`src/rtl/mmio_port_arbiter_pkg.sv`:
```
// mmio_port_arbiter_pkg: memsize codes and FSM state encodings shared by the arbiter
package mmio_port_arbiter_pkg;
    localparam logic [1:0] MS_BYTE  = 2'd0;
    localparam logic [1:0] MS_HALF  = 2'd1;
    localparam logic [1:0] MS_WORD  = 2'd2;
    localparam logic [1:0] ST_IDLE  = 2'd0;
    localparam logic [1:0] ST_ISSUE = 2'd1;
    localparam logic [1:0] ST_WAIT  = 2'd2;
    localparam logic [1:0] ST_RESP  = 2'd3;
endpackage

```
`src/rtl/mmio_port_arbiter_rr_arbiter2.sv`:
```
// rr_arbiter2: combinational two-way round-robin grant, ties go to the requester not served last
module rr_arbiter2 (
    input  logic [1:0] i_req,
    input  logic       i_last,
    output logic       o_grant,
    output logic       o_valid
);
    assign o_grant = &i_req ? ~i_last : i_req[1];
    assign o_valid = |i_req;
endmodule

```
`src/rtl/mmio_port_arbiter.sv`:
```
// mmio_port_arbiter: shares one enable_/busy MMIO slave between fetch (m0) and load/store (m1)
module mmio_port_arbiter
    import mmio_port_arbiter_pkg::*;
#(
    parameter int ADDRESS_WIDTH = 32,
    parameter int TIMEOUT       = 255
) (
    input  logic                     i_clk,
    input  logic                     i_reset,
    input  logic                     i_m0_read_enable,
    input  logic                     i_m0_write_enable,
    input  logic [ADDRESS_WIDTH-1:0] i_m0_address,
    input  logic [31:0]              i_m0_out,
    input  logic [1:0]               i_m0_memsize,
    output logic [31:0]              o_m0_in,
    output logic                     o_m0_busy,
    output logic                     o_m0_done,
    output logic                     o_m0_err,
    input  logic                     i_m1_read_enable,
    input  logic                     i_m1_write_enable,
    input  logic [ADDRESS_WIDTH-1:0] i_m1_address,
    input  logic [31:0]              i_m1_out,
    input  logic [1:0]               i_m1_memsize,
    output logic [31:0]              o_m1_in,
    output logic                     o_m1_busy,
    output logic                     o_m1_done,
    output logic                     o_m1_err,
    output logic                     o_s_enable_,
    output logic [ADDRESS_WIDTH-1:0] o_s_address,
    output logic [31:0]              o_s_out,
    output logic [1:0]               o_s_memsize,
    output logic                     o_s_write_enable,
    output logic                     o_s_read_enable,
    input  logic [31:0]              i_s_in,
    input  logic                     i_s_busy
);
    logic [1:0]               w_req, w_wr;
    logic                     w_gnt, w_valid, w_tmo, w_ok, w_fin, w_live;
    logic [1:0]               r_state, r_busy, r_done, r_err;
    logic                     r_gnt, r_last, r_wr;
    logic [7:0]               r_timer;
    logic [31:0]              r_in [2];
    assign w_req  = {i_m1_read_enable | i_m1_write_enable, i_m0_read_enable | i_m0_write_enable};
    assign w_wr   = {i_m1_write_enable, i_m0_write_enable};
    assign w_tmo  = r_timer == 8'(TIMEOUT - 1);
    assign w_ok   = r_state == ST_WAIT && !i_s_busy;
    assign w_fin  = w_ok || ((r_state == ST_ISSUE || r_state == ST_WAIT) && w_tmo);
    // a master that dropped its request after grant gets no completion pulse
    assign w_live = r_busy[r_gnt] & w_req[r_gnt];
    rr_arbiter2 u_arb (.i_req(w_req), .i_last(r_last), .o_grant(w_gnt), .o_valid(w_valid));
    always_ff @(posedge i_clk) begin
        if (i_reset) begin
            r_state          <= ST_IDLE;
            r_busy           <= '0;
            r_done           <= '0;
            r_err            <= '0;
            r_gnt            <= 1'b0;
            r_last           <= 1'b1;
            r_wr             <= 1'b0;
            r_timer          <= '0;
            r_in[0]          <= '0;
            r_in[1]          <= '0;
            o_s_enable_      <= 1'b1;
            o_s_address      <= '0;
            o_s_out          <= '0;
            o_s_memsize      <= '0;
            o_s_write_enable <= 1'b0;
            o_s_read_enable  <= 1'b0;
        end else begin
            r_done <= '0;
            r_err  <= '0;
            case (r_state)
                ST_IDLE: begin
                    r_busy <= w_req;
                    if (w_valid) begin
                        r_state          <= ST_ISSUE;
                        r_gnt            <= w_gnt;
                        r_wr             <= w_wr[w_gnt];
                        r_timer          <= '0;
                        o_s_enable_      <= 1'b0;
                        o_s_address      <= w_gnt ? i_m1_address : i_m0_address;
                        o_s_out          <= w_gnt ? i_m1_out : i_m0_out;
                        o_s_memsize      <= w_gnt ? i_m1_memsize : i_m0_memsize;
                        o_s_write_enable <= w_wr[w_gnt];
                        o_s_read_enable  <= !w_wr[w_gnt];
                    end
                end
                ST_ISSUE, ST_WAIT: begin
                    r_timer         <= r_timer + 8'd1;
                    r_busy[!r_gnt]  <= w_req[!r_gnt];
                    r_busy[r_gnt]   <= w_live & !w_fin;
                    if (w_fin) begin
                        r_state          <= ST_RESP;
                        o_s_enable_      <= 1'b1;
                        o_s_write_enable <= 1'b0;
                        o_s_read_enable  <= 1'b0;
                        r_done[r_gnt]    <= w_live;
                        r_err[r_gnt]     <= w_live & !w_ok;
                        if (w_live && !r_wr)
                            r_in[r_gnt] <= w_ok ? i_s_in : '0;
                    end else if (r_state == ST_ISSUE && i_s_busy)
                        r_state <= ST_WAIT;
                end
                default: begin
                    r_busy  <= w_req;
                    r_last  <= r_gnt;
                    r_state <= ST_IDLE;
                end
            endcase
        end
    end
    assign o_m0_in   = r_in[0];
    assign o_m1_in   = r_in[1];
    assign o_m0_busy = r_busy[0];
    assign o_m1_busy = r_busy[1];
    assign o_m0_done = r_done[0];
    assign o_m1_done = r_done[1];
    assign o_m0_err  = r_err[0];
    assign o_m1_err  = r_err[1];
endmodule

```
`config.mk`:
```
export PLATFORM = sky130hd
export DESIGN_NAME = mmio_port_arbiter
export DESIGN_NICKNAME = d
export VERILOG_FILES = /design/src/rtl/mmio_port_arbiter_pkg.sv /design/src/rtl/mmio_port_arbiter_rr_arbiter2.sv /design/src/rtl/mmio_port_arbiter.sv
export SDC_FILE = /design/constraint.sdc
export NUM_CORES = 1
export LEC_CHECK = 0
export ABC_CLOCK_PERIOD_IN_PS = 7200
export BUFFER_PORTS_ARGS = -buffer_cell sky130_fd_sc_hd__buf_4
export CAP_MARGIN = 20
export CORE_AREA = 2 2 122 172
export CTS_BUF_LIST = sky130_fd_sc_hd__clkbuf_8
export CTS_CLUSTER_DIAMETER = 80
export CTS_CLUSTER_SIZE = 10
export DETAILED_ROUTE_END_ITERATION = 6
export DIE_AREA = 0 0 124 174
export PLACE_DENSITY = 0.63
export SYNTH_ARGS = -nofsm -noshare
export SYNTH_HDL_FRONTEND = slang
export SYNTH_SLANG_ARGS = --single-unit
```
`constraint.sdc`:
```
create_clock -name i_clk -period 7.2 [get_ports i_clk]
set_clock_uncertainty 0.05 [all_clocks]
set_input_delay 0.72 -clock i_clk [delete_from_list [all_inputs] [get_ports i_clk]]
set_output_delay 0.72 -clock i_clk [all_outputs]
set_load 0.02 [all_outputs]
```
==> flow_summary.yaml, run 1 <==
status:
  status: "complete, no violations"
drt:
  vias_per_cell: 4.71
  wl_per_cell_um: 17.0
  drcViolationCount: 0
  vias: 5260
  dr.max_layer_used: "met4"
  drtAntennaViolNets: 0
  wl_met3_um: 1810
  firstDrtPassIters: 4
  wl_met2_um: 9080
  drt-total-wl_um: 18900
  drtIter0Drc: 298
  drt-met1-wl_um: 7740
synthesis:
  synth-edff-count: 64
  synth_top_flop_cell: "dfxtp_1"
  syn_inst: 552
  synth_simple_gate_area_share_pct: 13.6
  synth_top_family_by_area: "compound AO/OA/AOI/OAI gates"
  synthTopCellsByArea: "edfxtp_1, dfxtp_1, a211oi_2, mux2i_1, and2_1"
  ys_warn_count: 0
  synth_seq_cells: 152
  synth_cell_types: 41
  yosysSeqAreaShare_pct: 55.0
  synthAdderAreaFrac_pct: 1.12
  synth_top_area_cell: "edfxtp_1"
  async_flop_share_pct: 0
  synthMuxAreaShare_pct: 10.2
  synth_nets: 729
  synth-xor-area-share_pct: 0.916
  synth_area_mm2: 0.00669
  synth_top_cell_area_share_pct: 28.7
  synth_compound_area_share_pct: 15.2
  avgSynthCellArea_um2: 12.1
clocking:
  cts_root_buf: "clkbuf_8"
  holdBufCountCts: 0
  cts_buffers: 17
  cts_buffer_depth: 2
  clkTransAtPathRegs_ps: 80
  h-tree-depth: 4
  cts_sinks: 152
  cts_tree: "yes"
  cts_setup_buffers: 0
  insertion_delay_ps: 450
  cts_resized: 0
timing:
  timing.fmax_mhz: 337
  tightest_slew_ps: 1090
  slew_headroom_pct: 27.5
  min_period_ps: 2970
  slew_violations: 0
  holdWs_ps: 435
  hold_violations: 0
  timing.final.crit_share_pct: 41.2
  finalSetupViolations: 0
  fin_setup_tns_ps: 0
  rsz0062_at_grt: "no"
setup_path:
  path_buf_inv: 1
  path_depth: 6
  crit_end: "r_in[0][22]"
  cpMaxStageDelayCell: "o21bai_4"
  crit_arrival_ps: 2980
  crit_path_end_kind: "register"
  cp_max_fo: 32
  reg2reg_to: "r_in[0][22]"
  startpoint: "r_state[0]"
  critPathTopFamily: "compound AO/OA/AOI/OAI gates"
  reg2reg_depth: 6
  worstSetupPathType: "register to register"
  reg2reg_from: "r_state[0]"
  startpoint_type: "register"
  reg2reg_slack_ps: 4230
  max_stage_delay_ps: 830
  crit_chain: "inv_1 -> ha_1 -> nand4_1 -> o21ai_1 -> nand2b_1 -> o21bai_4"
  crit_required_ps: 7210
power_and_ir_drop:
  vdd.ir_drop.worst_mv: 0.258
  power_mw: 3.20
  power_density_mw_per_mm2: 334
  total_leakage_power_nw: 4.06
layout:
  drive_above_1_share_pct: 48.1
  fin_util_pct: 47.5
  area_delta_synth_final_pct: 43.1
  fillers: 1903
  layout.nets: 1024
  antennaDiodeCount: 0
floorplanning:
  core_mm2: 0.0202
  die-area_mm2: 0.0216
  die_y_um: 174
  start_util_pct: 33.2
  rows: 62
  boundaryPins: 310
  fp.dieW_um: 124
global_route:
  grt_pass1_wl_um: 27800
  grt_pass1_vias: 5144
  track_usage_pct: 17.1
  antenna_found_initial: 0
  overflow: 0
  grt_max_degree: 102
placement:
  place_hpwl_um: 14200
  numPortBuffers: 309
  place_congestion: 0.776
worst_hold_path:
  hold_class: "register to register"
job:
  maxCapViolations: 0
## routing by layer
metal,vias to the layer above,GRT usage (%)
met1,2420,21.2
met3,19,5.54
met4,0,5.06
li1,2559,-
met5,-,0
met2,262,28.3
## layout make-up
type | instances | area (um^2) | area share, %
Sequential cell | 152 | 3680 | 38.5
Multi-Input combinational cell | 354 | 2800 | 29.3
Timing Repair Buffer | 315 | 2380 | 24.8
Tap cell | 256 | 320 | 3.35
Clock buffer | 20 | 275 | 2.88
Clock inverter | 12 | 88.8 | 0.928
Inverter | 7 | 26.3 | 0.274
## cell usage after synthesis, types with 8 or more instances
cell type and instances:
and2_1 64, clkbuf_1 21, dfxtp_1 88, a211oi_2 61, edfxtp_1 64, a211oi_1 9, buf_6 11, mux2i_1 68
nand2b_1 8, nor2_1 81
## state kept, by name, indices dropped and copies added (netlist names)
register          cells
o_s_address          32
o_s_enable_           1
o_s_memsize           2
o_s_out              32
o_s_read_enable       1
o_s_write_enable      1
r_busy                2
r_done                2
r_err                 2
r_gnt                 1
r_in                 64
r_last                1
r_state               2
r_timer               8
r_wr                  1
## power by group
group	internal, mW	total, mW	switching, mW
Clock	0.270	0.606	0.337
Combinational	0.561	1.40	0.837
Sequential	1.09	1.20	0.104
## cells in the final DEF, fill, tap and decap left out, types with 3 or more instances in the layout
cell and count:
buf_4 314, dfxtp_1 88, nor2_1 81, mux2i_1 68, and2_1 64, edfxtp_1 64
a211oi_2 61, clkbuf_8 20, a211oi_1 9, inv_1 8, nand2b_1 8, nand2_1 7
xnor2_1 7, ha_1 6, a21oi_1 5, nor4_4 3, a2111oi_0 3, clkinvlp_4 3
inv_6 3, inv_4 3
## worst min-delay path by stage
stage / startpoint / end / slack (ps) / cells past startpoint
after detailed placement: o_s_write_enable / o_s_write_enable / 420 / 2
after CTS: o_s_write_enable / o_s_write_enable / 440 / 2
final: o_s_write_enable / o_s_write_enable / 440 / 2
after floorplan: r_wr / r_wr / 400 / 2
after global routing: o_s_write_enable / o_s_write_enable / 460 / 2
after global placement: o_s_write_enable / o_s_write_enable / 420 / 2
## kinds of logic after synthesis
kind of cell | count (synthesis)
and+or+nand+nor | 177
DFF | 152
AOI/OAI and AO/OA | 96
xor gates and xnor gates | 7
muxes | 68
buffers and inverters | 46
adders and majority gates | 6
## tightest hold or removal path, cell delays in order, from the launching register on
cell	delay, ps
dfxtp_1	320
nand2b_1	70
o22ai_1	60
## per-stage QoR
stage                     instances  cell area (um^2)  setup slack [ps]
after floorplan                 552              6690              3880
after global placement         1084              9210              4300
after detailed placement       1084              9210              4230
after CTS                      1116              9570              4200
after global routing           1116              9570              3950
final                          1116              9570              4230
Power figures use the tool's default switching activity.
==> run 2: changes to the inputs <==
--- a/config.mk
+++ b/config.mk
@@ -5,16 +5,17 @@
 export SDC_FILE = /design/constraint.sdc
 export NUM_CORES = 1
 export LEC_CHECK = 0
-export ABC_CLOCK_PERIOD_IN_PS = 7200
+export ABC_AREA = 1
+export ABC_CLOCK_PERIOD_IN_PS = 2650
 export BUFFER_PORTS_ARGS = -buffer_cell sky130_fd_sc_hd__buf_4
 export CAP_MARGIN = 20
-export CORE_AREA = 2 2 122 172
+export CORE_AREA = 2 2 123 173
 export CTS_BUF_LIST = sky130_fd_sc_hd__clkbuf_8
 export CTS_CLUSTER_DIAMETER = 80
 export CTS_CLUSTER_SIZE = 10
 export DETAILED_ROUTE_END_ITERATION = 6
-export DIE_AREA = 0 0 124 174
-export PLACE_DENSITY = 0.63
+export DIE_AREA = 0 0 125 175
+export PLACE_DENSITY = 0.66
 export SYNTH_ARGS = -nofsm -noshare
 export SYNTH_HDL_FRONTEND = slang
 export SYNTH_SLANG_ARGS = --single-unit
==> constraint.sdc (replaced) <==
create_clock -name i_clk -period 2.65 [get_ports i_clk]
set_clock_uncertainty 0.05 [all_clocks]
set_input_delay 0.265 -clock i_clk [delete_from_list [all_inputs] [get_ports i_clk]]
set_output_delay 0.265 -clock i_clk [all_outputs]
set_load 0.02 [all_outputs]
==> run 2 against run 1 <==
Non-clock buffer count grew 27. Clock power grew to 3.0 times the previous value. Setup slack lost 3800 ps. Die area grew 1.4%. Area after synthesis grew 1.4%. Combinational power grew 150%. Critical path type unchanged. Highest routed layer unchanged.
==> flow_summary.yaml, run 2 <==
layout:
  mostFrequentLayoutCells: "buf_4, nor2_1, nand2_1"
  regMostFlops: "r_in"
  layout.nets: 1256
  largest_reg_flops: 64
  antennaDiodeCount: 0
  drive_above_1_share_pct: 39.1
  fillers: 2008
  top_regs: "r_in x64, o_s_address x32, o_s_out x32"
  area_delta_synth_final_pct: 46.7
  final_common_cell: "buf_4"
floorplanning:
  rows: 62
  die-area_mm2: 0.0219
  core_mm2: 0.0203
  start_util_pct: 33.4
  die_y_um: 175
  boundaryPins: 310
  fp.dieW_um: 125
drt:
  drcViolationCount: 0
  vias: 6381
  drt-total-wl_um: 19700
  drtAntennaViolNets: 0
  wl_per_cell_um: 14.6
  vias_per_cell: 4.73
  firstDrtPassIters: 6
  drtIter0Drc: 387
timing:
  tightest_slew_ps: 721
  hold_violations: 0
  finalSetupViolations: 0
  slew_violations: 0
  timing.final.crit_share_pct: 83.1
  timing.fmax_mhz: 454
  fin_ws_ps: 448
  slew_headroom_pct: 51.9
  rsz0062_at_grt: "no"
  min_period_ps: 2200
  fin_setup_tns_ps: 0
power_and_ir_drop:
  p_seq_share_pct: 37.6
  p_int_mw: 5.01
  swShare_pct: 40.7
  vdd.ir_drop.worst_mv: 0.476
  combPwrFrac_pct: 41.2
  power_density_mw_per_mm2: 847
  total_leakage_power_nw: 4.18
  clockPowerShare_pct: 21.3
  p_switching_mw: 3.43
clocking:
  h-tree-depth: 4
  cts_root_buf: "clkbuf_8"
  cts_buffers: 17
  cts_tree: "yes"
  cts_resized: 0
  cts_buffer_depth: 2
  clkTransAtPathRegs_ps: 90
  cts_sinks: 152
  cts_setup_buffers: 0
  insertion_delay_ps: 460
global_route:
  grt_pass1_vias: 6253
  grt_use_met3_pct: 6.49
  grt_max_degree: 67
  grt_pass1_wl_um: 31200
  track_usage_pct: 17.8
  gr-usage-met2_pct: 30.2
  overflow: 0
  antenna_found_initial: 0
  grt.busiest_layer: "met2"
  grt_use_met1_pct: 20.6
synthesis:
  avgSynthCellArea_um2: 8.82
  synth_top_area_cell: "edfxtp_1"
  syn_inst: 770
  yosysSeqAreaShare_pct: 54.3
  synth_most_common_cell: "nor2_1"
  synth_area_mm2: 0.00679
  synth_top_cell_area_share_pct: 28.3
  synthTopCellsByArea: "edfxtp_1, dfxtp_1, nor3_2, nor2_1, nand2_1"
  synth_cell_types: 29
  synth_nets: 947
  synth-edff-count: 64
  synth_seq_cells: 152
  async_flop_share_pct: 0
  synth_top_flop_cell: "dfxtp_1"
  synth_commonest_cells: "nor2_1, nand2_1, dfxtp_1"
  ys_warn_count: 0
setup_path:
  cp_max_fo: 32
  worstSetupPathType: "register to register"
  crit_chain: "inv_1 -> ha_1 -> nand2_1 -> nor2_1 -> nand2_1 -> nand2_2 -> nand2_2 -> nor2_4 -> nand2_4 -> o21ai_4 -> buf_12"
  cpMaxStageDelayCell: "ha_1"
  crit_path_end_kind: "register"
  startpoint_type: "register"
  critPathTopFamily: "simple AND/OR/NAND/NOR gates"
  path_buf_inv: 2
  max_stage_delay_ps: 400
  crit_arrival_ps: 2310
  crit_required_ps: 2760
placement:
  place_congestion: 0.834
  place_hpwl_um: 13900
  place_ws_ps: 449
  numPortBuffers: 309
job:
  maxCapViolations: 0
status:
  status: "complete, no violations"
worst_hold_path:
  hold_class: "input pin to register"
run 2: changes by cell type after synthesis, sizes merged, moves of 68 or more:
cell / delta
a211oi: -69
a21oi: +75
mux2i: -68
nor2: +68
o21ai: +74
nand2: +132
run 2: cells by family after synthesis:
group,Yosys count,share of synthesized area [%]
flip-flops,152,54.3
adder cells (fa/ha/maj),6,1.11
buffers and inverters,83,5.90
AND/OR/NAND/NOR,367,26.5
AO/OA/AOI/OAI,162,12.2
run 2: area by class of cell:
type                       count  area, um^2  area share (%)
multi-input combinational    535        2740            27.5
timing repair buffer         342        2700            27.1
clock inverter                15         161            1.62
clock buffer                  17         234            2.35
tap                          256         320            3.22
sequential                   152        3690            37.0
inverter                      31         118            1.18
run 2: power by group through the flow:
| stage | combinational, mW | clock (mW) | sequential (mW) |
|---|---|---|---|
| after global placement | 3.45 | 0 | 3.20 |
| after detailed placement | 3.48 | 0 | 3.22 |
| after floorplan | 1.71 | 0 | 3.61 |
| after global routing | 3.82 | 1.95 | 3.23 |
| final | 3.47 | 1.79 | 3.17 |
| after CTS | 3.51 | 1.86 | 3.18 |
run 2: repair_timing:
| item | in CTS | in global routing |
|---|---|---|
| hold endpoints to repair | 23 | 0 |
| hold buffers | 18 | 0 |
| endpoints found under the setup margin | 0 | 0 |
run 2: worst register-to-register path: stages, from the launching register on:
cell,delay [ps]
dfxtp_1,380
inv_1,80
ha_1,400
nand2_1,70
nor2_1,90
nand2_1,70
nand2_2,90
nand2_2,70
nor2_4,140
nand2_4,70
o21ai_4,140
buf_12,230
run 2: per-stage QoR:
step | util (%) | total power, mW | hold WS, ps | instance area [um^2] | cells
after floorplan | - | 5.33 | 399 | 6810 | 770
after global placement | 46.2 | 6.66 | 401 | 9380 | 1298
after detailed placement | 46.2 | 6.70 | 405 | 9380 | 1298
after CTS | 49.0 | 8.54 | 0.326 | 9960 | 1348
after global routing | 49.0 | 9.00 | 16.0 | 9960 | 1348
final | 49.0 | 8.44 | 33.2 | 9960 | 1348
run 2: final timing paths:
check	from	endpoint	slack (ps)	cells after the start
max	r_state[0]	r_in[1][23]	450	11
min	i_m1_out[19]	o_s_out[19]	30	3
max reg2reg	r_state[0]	r_in[1][23]	450	11
min reg2reg	o_s_out[7]	o_s_out[7]	420	2
run 2: routing by layer:
| metal | share of wire, % | wire length, um |
|---|---|---|
| met5 | 0 | 0 |
| met2 | 49 | 9580 |
| met1 | 41 | 7970 |
| met3 | 8.5 | 1680 |
| met4 | 2.1 | 421 |
